<file path="src/rtl/pe_array_driver.sv">
// Job sequencer that streams target characters into a PE array and tracks the best score.
// Optional DRIVER_MAXTRACK_EN adds best_pos tracking; otherwise best_pos is tied to zero.
`timescale 1ns/1ps
`ifndef V_E_F_Bit
`define V_E_F_Bit 16
`endif

module pe_array_driver #(
    parameter int PE_NUM  = 2,
    parameter int LEN_BIT = 10
) (
    input  logic                         clk,
    input  logic                         rst_n,
    input  logic                         start,
    input  logic [2*PE_NUM-1:0]          s_in,
    input  logic [LEN_BIT-1:0]           t_len,
    input  logic                         t_valid,
    input  logic [1:0]                   t_data,
    output logic                         t_ready,
    output logic [PE_NUM-1:0]            enable,
    output logic                         newLine,
    output logic [2*PE_NUM-1:0]          s_out,
    output logic [1:0]                   t_out,
    output logic signed [`V_E_F_Bit-1:0] v_out,
    output logic signed [`V_E_F_Bit-1:0] v_alpha_out,
    output logic signed [`V_E_F_Bit-1:0] f_out,
    input  logic signed [`V_E_F_Bit-1:0] result,
    output logic                         busy,
    output logic                         done,
    output logic signed [`V_E_F_Bit-1:0] score,
    output logic [LEN_BIT-1:0]           best_pos
);
    // state | meaning
    // IDLE  | waiting for start
    // RUN   | issuing target characters, enable follows each issue
    // DRAIN | flushing the last columns through the array
    // DONE  | score latched, done pulse
    typedef enum logic [1:0] {S_IDLE, S_RUN, S_DRAIN, S_DONE} state_t;

    localparam int VW    = `V_E_F_Bit;
    localparam int ADV_W = LEN_BIT + 1;

    state_t                state_q, state_d;
    logic [2*PE_NUM-1:0]   s_q, s_d;
    logic [LEN_BIT-1:0]    len_q, len_d;
    logic [LEN_BIT-1:0]    cnt_q, cnt_d;
    logic [PE_NUM-1:0]     sr_q, sr_d;
    logic [PE_NUM-1:0]     en_q, en_d;
    logic                  nl_q, nl_d;
    logic [1:0]            tout_q, tout_d;
    logic                  ready_q, ready_d;
    logic                  busy_q, busy_d;
    logic                  done_q, done_d;
    logic signed [VW-1:0]  max_q, max_d;
    logic signed [VW-1:0]  score_q, score_d;
    logic                  issue;
`ifdef DRIVER_MAXTRACK_EN
    logic [ADV_W-1:0]      adv_q, adv_d;
    logic [LEN_BIT-1:0]    mpos_q, mpos_d;
    logic [LEN_BIT-1:0]    bpos_q, bpos_d;
`endif

    always_comb begin
        state_d = state_q;
        s_d     = s_q;
        len_d   = len_q;
        cnt_d   = cnt_q;
        sr_d    = sr_q;
        en_d    = '0;
        nl_d    = 1'b0;
        tout_d  = tout_q;
        done_d  = 1'b0;
        score_d = score_q;
        max_d   = max_q;
        issue   = (state_q == S_RUN) && t_valid && ready_q;

        // ties keep the earlier max so the first column reaching it wins
        if ((en_q != '0) && (result > max_q)) begin
            max_d = result;
        end

        case (state_q)
            S_IDLE: begin
                if (start) begin
                    s_d   = s_in;
                    len_d = t_len;
                    cnt_d = '0;
                    sr_d  = '0;
                    max_d = '0;
                    if (t_len == '0) begin
                        state_d = S_DONE;
                        done_d  = 1'b1;
                        score_d = '0;
                    end else begin
                        state_d = S_RUN;
                    end
                end
            end
            S_RUN: begin
                if (issue) begin
                    tout_d = t_data;
                    nl_d   = (cnt_q == '0);
                    sr_d   = (sr_q << 1) | PE_NUM'(1);
                    en_d   = sr_d;
                    cnt_d  = cnt_q + LEN_BIT'(1);
                    if (cnt_d == len_q) begin
                        state_d = S_DRAIN;
                    end
                end
            end
            S_DRAIN: begin
                sr_d = sr_q << 1;
                en_d = sr_d;
                if (sr_d == '0) begin
                    state_d = S_DONE;
                    done_d  = 1'b1;
                    score_d = max_d;
                end
            end
            default: begin
                state_d = S_IDLE;
            end
        endcase

        ready_d = (state_d == S_RUN) && (cnt_d < len_d);
        busy_d  = (state_d != S_IDLE);
    end

`ifdef DRIVER_MAXTRACK_EN
    // adv counts array steps; the last PE sees target index adv - (PE_NUM-1)
    always_comb begin
        adv_d  = adv_q;
        mpos_d = mpos_q;
        bpos_d = bpos_q;
        if (en_q != '0) begin
            adv_d = adv_q + ADV_W'(1);
            if (result > max_q) begin
                mpos_d = (adv_q >= ADV_W'(PE_NUM - 1)) ?
                         LEN_BIT'(adv_q - ADV_W'(PE_NUM - 1)) : '0;
            end
        end
        if ((state_q == S_IDLE) && start) begin
            adv_d  = '0;
            mpos_d = '0;
        end
        if (done_d) begin
            bpos_d = mpos_d;
        end
    end
`endif

    always_ff @(posedge clk or negedge rst_n) begin
        if (!rst_n) begin
            state_q <= S_IDLE;
            s_q     <= '0;
            len_q   <= '0;
            cnt_q   <= '0;
            sr_q    <= '0;
            en_q    <= '0;
            nl_q    <= 1'b0;
            tout_q  <= '0;
            ready_q <= 1'b0;
            busy_q  <= 1'b0;
            done_q  <= 1'b0;
            max_q   <= '0;
            score_q <= '0;
`ifdef DRIVER_MAXTRACK_EN
            adv_q   <= '0;
            mpos_q  <= '0;
            bpos_q  <= '0;
`endif
        end else begin
            state_q <= state_d;
            s_q     <= s_d;
            len_q   <= len_d;
            cnt_q   <= cnt_d;
            sr_q    <= sr_d;
            en_q    <= en_d;
            nl_q    <= nl_d;
            tout_q  <= tout_d;
            ready_q <= ready_d;
            busy_q  <= busy_d;
            done_q  <= done_d;
            max_q   <= max_d;
            score_q <= score_d;
`ifdef DRIVER_MAXTRACK_EN
            adv_q   <= adv_d;
            mpos_q  <= mpos_d;
            bpos_q  <= bpos_d;
`endif
        end
    end

    assign t_ready     = ready_q;
    assign enable      = en_q;
    assign newLine     = nl_q;
    assign s_out       = s_q;
    assign t_out       = tout_q;
    assign busy        = busy_q;
    assign done        = done_q;
    assign score       = score_q;
    assign v_out       = '0;
    assign v_alpha_out = '0;
    assign f_out       = '0;
`ifdef DRIVER_MAXTRACK_EN
    assign best_pos    = bpos_q;
`else
    assign best_pos    = '0;
`endif

endmodule

</file>
<file path="config.mk">
export PLATFORM = sky130hd
export DESIGN_NAME = pe_array_driver
export DESIGN_NICKNAME = d
export VERILOG_FILES = /design/src/rtl/pe_array_driver.sv
export SDC_FILE = /design/constraint.sdc
export NUM_CORES = 1
export LEC_CHECK = 0
export ABC_AREA = 1
export CAP_MARGIN = 25
export CORE_MARGIN = 8
export CORE_UTILIZATION = 49
export DETAILED_ROUTE_END_ITERATION = 10
export GPL_ROUTABILITY_DRIVEN = 0
export MAX_ROUTING_LAYER = met4
export PLACE_DENSITY_LB_ADDON = 0.1
export SYNTH_ARGS = -nofsm -noshare
export SYNTH_HDL_FRONTEND = slang
export SYNTH_SLANG_ARGS = --single-unit
</file>
<file path="constraint.sdc">
create_clock -name clk -period 3.2 [get_ports clk]
set_input_delay 0.64 -clock clk [delete_from_list [all_inputs] [get_ports clk]]
set_output_delay 0.64 -clock clk [all_outputs]
set_load 0.02 [all_outputs]
</file>
# == Yosys cells after proc, flatten, opt, wreduce, memory -nomap -nowiden ==
# Cells that the tools add are included.
# classes
n_eq_ne,8
n_mux,29
addsub,1
magnitude_cmp,2
reduce_logical,16
# ops
op,n
2-to-1 mux 16 bit,6
2-to-1 mux 10 bit,4
case mux 16 bit (2 select lines),1
logical NOT 10 bit,2
case mux 10 bit (2 select lines),1
> comparator 16 bit,1
2-to-1 mux 2 bit,6
"adder 10 x 1 -> 10 bit, second input constant",1
== test 10 bit,1
less-than comparator 10 bit,1
"!= test 2 bit, second input constant",4
2-to-1 mux 1 bit,7
case mux 2 bit (3 select lines),1
nonzero test 2 bit,3
"== test 2 x 1 -> 1 bit, second input constant",2
logical AND 1 bit,4
logical NOT 2 bit,2
case mux 2 bit (2 select lines),1
AND reduction 2 bit,2
AND reduction 4 bit,1
case mux 1 bit (3 select lines),1
AND reduction 3 bit,1
nonzero test 3 bit,1
"== test 2 bit, second input constant",1
case mux 1 bit (2 select lines),1
# word_totals
elab_cells,69
input_bits,36
register_bits,67

# == Longest topological paths before layout ==
# logic_depth
word_depth,7
mapped_depth,17
depth_no_buf,17

# == Worst setup path before layout ==
# No wires, ideal clock.
# synth_path
path_type,flip-flop to flip-flop
startpoint,reg state_q[1]
endpoint,"reg ready_q, in the netlist t_ready"
slack_ns,0.755
path_stages_with_launch,16
path_buffers,0
setup_ns,0.071
t_required_ns,3.129
arrival_ns,2.374
cell_sequence,dfrtp_1 -> inv_1 -> ha_1 -> nand3_1 -> inv_2 -> nor2_1 -> nor2_2 -> o21ai_0 -> ha_1 -> a21oi_1 -> nor2_1 -> a211oi_1 -> o21ai_0 -> a21oi_1 -> nand3_1 -> nor2_1
# synth_between
elab_chain_cells,7
elab_cells_between_ends,16
classes_between,order compare (1); eq/ne (3); mux (8); reduce/logical (4)
# synth_rtl
element,line_no,rtl
start: declaration,43,"state_t state_q, state_d;"
start signal: assignment,173,state_q <= state_d;
== test 2 x 1 -> 1 bit,"75, 82",
logical AND 1 bit (2 in series),75,issue = (state_q == S_RUN) && t_valid && ready_q;
2-to-1 mux 10 bit,100,if (issue) begin
case mux 10 bit (2 select lines) (*),82,case (state_q)
net cnt_d[3],46,"logic [LEN_BIT-1:0] cnt_q, cnt_d;"
less-than comparator 10 bit (*),125,ready_d = (state_d == S_RUN) && (cnt_d < len_d);
logical AND 1 bit (*),125,
net ready_d,51,"logic ready_q, ready_d;"
end signal: assignment,181,ready_q <= ready_d;
end: declaration,51,
# Mark *: on every way through the listed nets, which the timed path passes. The rest lies on a longest branch.
# A chain may end at the register's enable or synchronous reset.

# == Final worst setup path ==
# layout_path
startpoint,in start
endpoint,"reg ready_q, in the netlist t_ready"
# layout_between
elab_chain_cells,4
elab_cells_between_ends,9
classes_between,order compare (1); eq/ne (1); mux (6); reduce/logical (1)
# layout_rtl
element,line_no,rtl
start: declaration,14,"input logic start,"
2-to-1 mux 10 bit,84,if (start) begin
case mux 10 bit (2 select lines),82,
net cnt_d[3],46,
less-than comparator 10 bit,125,
logical AND 1 bit,125,
net ready_d,51,
# The timed path passes the listed nets, and every way through them passes these cells.

==> flow_summary.json <==
{
  "grt_pass1_vias": 3819,
  "synth_area_leaders": "dfrtp_1 38%, nand2_1 14%, buf_4 10%, ha_1 9.4%, inv_1 5.8%",
  "clock-sinks": 67,
  "cp-startpoint": "start",
  "clock_path_buffers": 2,
  "p_leak_nw": 2.73,
  "regToRegEndpoint": "t_ready",
  "crit_chain": "clkdlybuf4s50_1 > inv_1 > nand2_1 > o21ai_0 > nor2_4 > o21ai_1 > ha_1 > a21oi_1 > nor2_1 > a211oi_1 > o21ai_0 > a21oi_1 > nand3_1 > nor2_1",
  "endpoint": "t_ready",
  "ff2ff_path_depth": 15,
  "yosysSeqAreaShare_pct": 38.3,
  "dieArea_um2": 12200,
  "worst_slew_pin_slew_ns": 0.713,
  "synth_ff_type": "dfrtp_1",
  "setup_tns_ns": 0,
  "fin_crit_ns": 2.73,
  "layout.cells.non_filler": 745,
  "tritoncts": "built",
  "yosysWarnings": 0,
  "cap_viol_max_count": 0,
  "synth_compound_gate_area_share_pct": 6.34,
  "worstSetupStartpointType": "input port",
  "drive_above_1_share_pct": 7.54,
  "slew_headroom_pct": 52.5,
  "cts_buffers": 9,
  "synth-xor-area-share_pct": 0.600,
  "grt-ovfl-total": 0,
  "rsz0062_at_grt": "false",
  "ys_types": 34,
  "grt_max_degree": 39,
  "start_util_pct": 50.5,
  "critPathSlowestCell": "clkdlybuf4s50_1",
  "port_buffers": 63,
  "synth_top_family_by_area": "simple AND/OR/NAND/NOR gates",
  "cts_max_level": 3,
  "min_path_type": "input port to asynchronous set/reset pin",
  "drt_wl_total_um": 10500,
  "ys_async_sr_fraction_pct": 100,
  "cp.required_ns": 3.48,
  "r2r-start": "state_q[1]",
  "synth_adder_area_share_pct": 9.43,
  "ff2ff_setup_slack_ns": 0.48,
  "cp.arrival_ns": 3.01,
  "powerDensity_nw_per_um2": 810,
  "met2_usage_pct": 30.2,
  "period_share_pct": 85.4,
  "fmax_mhz": 366,
  "avgViaCountPerCell": 4.84,
  "use_met3_pct": 4.55,
  "synth-simple-area-share_pct": 28.0,
  "cts-root-buf": "clkbuf_8",
  "status": "complete, no violations",
  "finalNetCount": 701,
  "num_vias": 3606,
  "n_antenna_cell": 0,
  "dp.cells": 729,
  "track_usage_pct": 17.8,
  "grt_util_met1_pct": 19.5,
  "detail_route.wl_per_cell_um": 14.1,
  "clk_latency_ns": 0.34,
  "finalSetupViolCount": 0,
  "skew_ns": 0.00786,
  "worstPathMaxFanout": 9,
  "drc": 0,
  "fp-row-count": 34,
  "synth_top_cell_by_area": "dfrtp_1",
  "end_kind": "register",
  "synth_area_per_cell_um2": 7.81,
  "path_clk_slew_ns": 0.08,
  "antenna_found_initial": 0,
  "grt_pass1_wl_um": 17700,
  "io_pins": 122,
  "drtPass1Iterations": 4,
  "synthesis.area_um2": 4380,
  "synthTopCellsByCount": "158 x nand2_1, 68 x inv_1, 67 x dfrtp_1, 60 x buf_4, 36 x nand3_1",
  "die_h_um": 111,
  "dp_hpwl_um": 7930,
  "synth_top_area_share_pct": 38.3,
  "drtIter0Drc": 116,
  "grt_busiest_layer": "met2",
  "netlist_instances": 561,
  "muxShareOfSynthArea_pct": 0,
  "fp.dieW_um": 111,
  "ir_worst_vdd_mv": 0.313,
  "slew_viol_final": 0,
  "hold_violations": 0,
  "ant_nets": 0,
  "synthToLayoutAreaGrowth_pct": 18.5,
  "synth.most_common_cell": "nand2_1",
  "coreArea_um2": 8680,
  "crit_path_max_incr_delay_ns": 0.53,
  "synth_edf_count": 0,
  "path_class": "input port to register",
  "ys_ff_latch": 67
}
## flip-flops by register name, summed over array words and instances (netlist names)
| name | cells |
|---|---|
| max_q | 16 |
| score | 16 |
| cnt_q | 10 |
| len_q | 10 |
| s_out | 4 |
| enable | 2 |
| state_q | 2 |
| t_out | 2 |
| busy | 1 |
| done | 1 |
| newLine | 1 |
| sr_q | 1 |
| t_ready | 1 |
## metrics by stage
stage / total power [mW] / worst slack [ns] / util, % / hold WS (ns) / area, um^2
final: 4.20 / 0.467 / 59.8 / 0.339 / 5190
after global routing: 4.58 / 0.0898 / 59.8 / 0.394 / 5190
after CTS: 4.24 / 0.299 / 59.7 / 0.352 / 5180
after detailed placement: 3.37 / 0.0675 / 57.0 / 0.459 / 4940
after global placement: 3.32 / 0.163 / 57.0 / 0.455 / 4940
after floorplan: 2.74 / 0.755 / - / 0.344 / 4590
## worst min-delay path by stage
stage             start  slack (ns)   endpoint  cells after the start
6_report          rst_n        0.34  max_q[15]                      1
5_1_grt           rst_n        0.39  max_q[15]                      1
4_1_cts           rst_n        0.35  score[14]                      1
3_5_place_dp   cnt_q[8]        0.46    newLine                      1
3_3_place_gp   score[0]        0.45   score[0]                      2
2_1_floorplan     rst_n        0.34       busy                      0
## layer usage
metal / wire length (um) / vias to the layer above
met2: 5270 / 119
met1: 4430 / 1664
met4: 191 / 0
met5: 0 / -
li1: - / 1807
met3: 592 / 16
## critical path: cells and delay by family
| kind | cells | cell delay, ns |
|---|---|---|
| adders and majority gates | 1 | 0.31 |
| buffers and inverters | 2 | 0.58 |
| and+or+nand+nor | 5 | 0.58 |
| AOI/OAI and AO/OA | 6 | 0.87 |
## cell families after synthesis
family                   Yosys count
buffers and inverters            137
adder cells (fa/ha/maj)           33
AND/OR/NAND/NOR                  272
other                              1
AO/OA/AOI/OAI                     48
XOR/XNOR                           3
flip-flops                        67
## layout make-up
| type | count | area, um^2 |
|---|---|---|
| Tap cell | 108 | 135 |
| Fill cell | 833 | 3490 |
| Clock inverter | 7 | 116 |
| Clock buffer | 9 | 124 |
| Sequential cell | 67 | 1680 |
| Multi-Input combinational cell | 414 | 2170 |
| Timing Repair Buffer | 71 | 711 |
| Inverter | 69 | 259 |
## what timing repair did
item	in CTS	in global routing
hold buffers	0	0
resized for setup	0	2
setup buffers	0	0
endpoints found under the setup margin	0	1
## power by group
part	internal, mW	switching [mW]	total [mW]	leakage [nW]
clock	0.516	0.335	0.851	0.119
combinational	0.767	1.27	2.04	1.74
sequential	1.16	0.151	1.31	0.872
## cells in the final DEF (no fill, tap or decap), types with 2 or more instances in the layout
cell / Yosys / routed
nand4_1: 4 / 4
nor2_4: 1 / 2
clkinv_2: 0 / 2
nor3b_1: 2 / 2
o21ai_0: 21 / 20
clkbuf_8: 0 / 9
clkdlybuf4s50_1: 0 / 62
nand2_1: 158 / 158
nand3b_1: 15 / 15
dfrtp_1: 67 / 67
conb_1: 1 / 58
nor2_1: 33 / 33
o21ai_1: 1 / 2
buf_4: 60 / 6
a21oi_1: 13 / 13
xor2_1: 2 / 2
nand2_2: 12 / 12
nand3_1: 36 / 36
nor3_1: 2 / 2
inv_1: 68 / 68
buf_12: 0 / 2
o22ai_1: 7 / 7
ha_1: 33 / 33
nand2_4: 2 / 2
a211oi_1: 2 / 2
bufinv_16: 0 / 3
nor4_1: 2 / 2
Note: power is estimated with default switching activity, not from simulation.
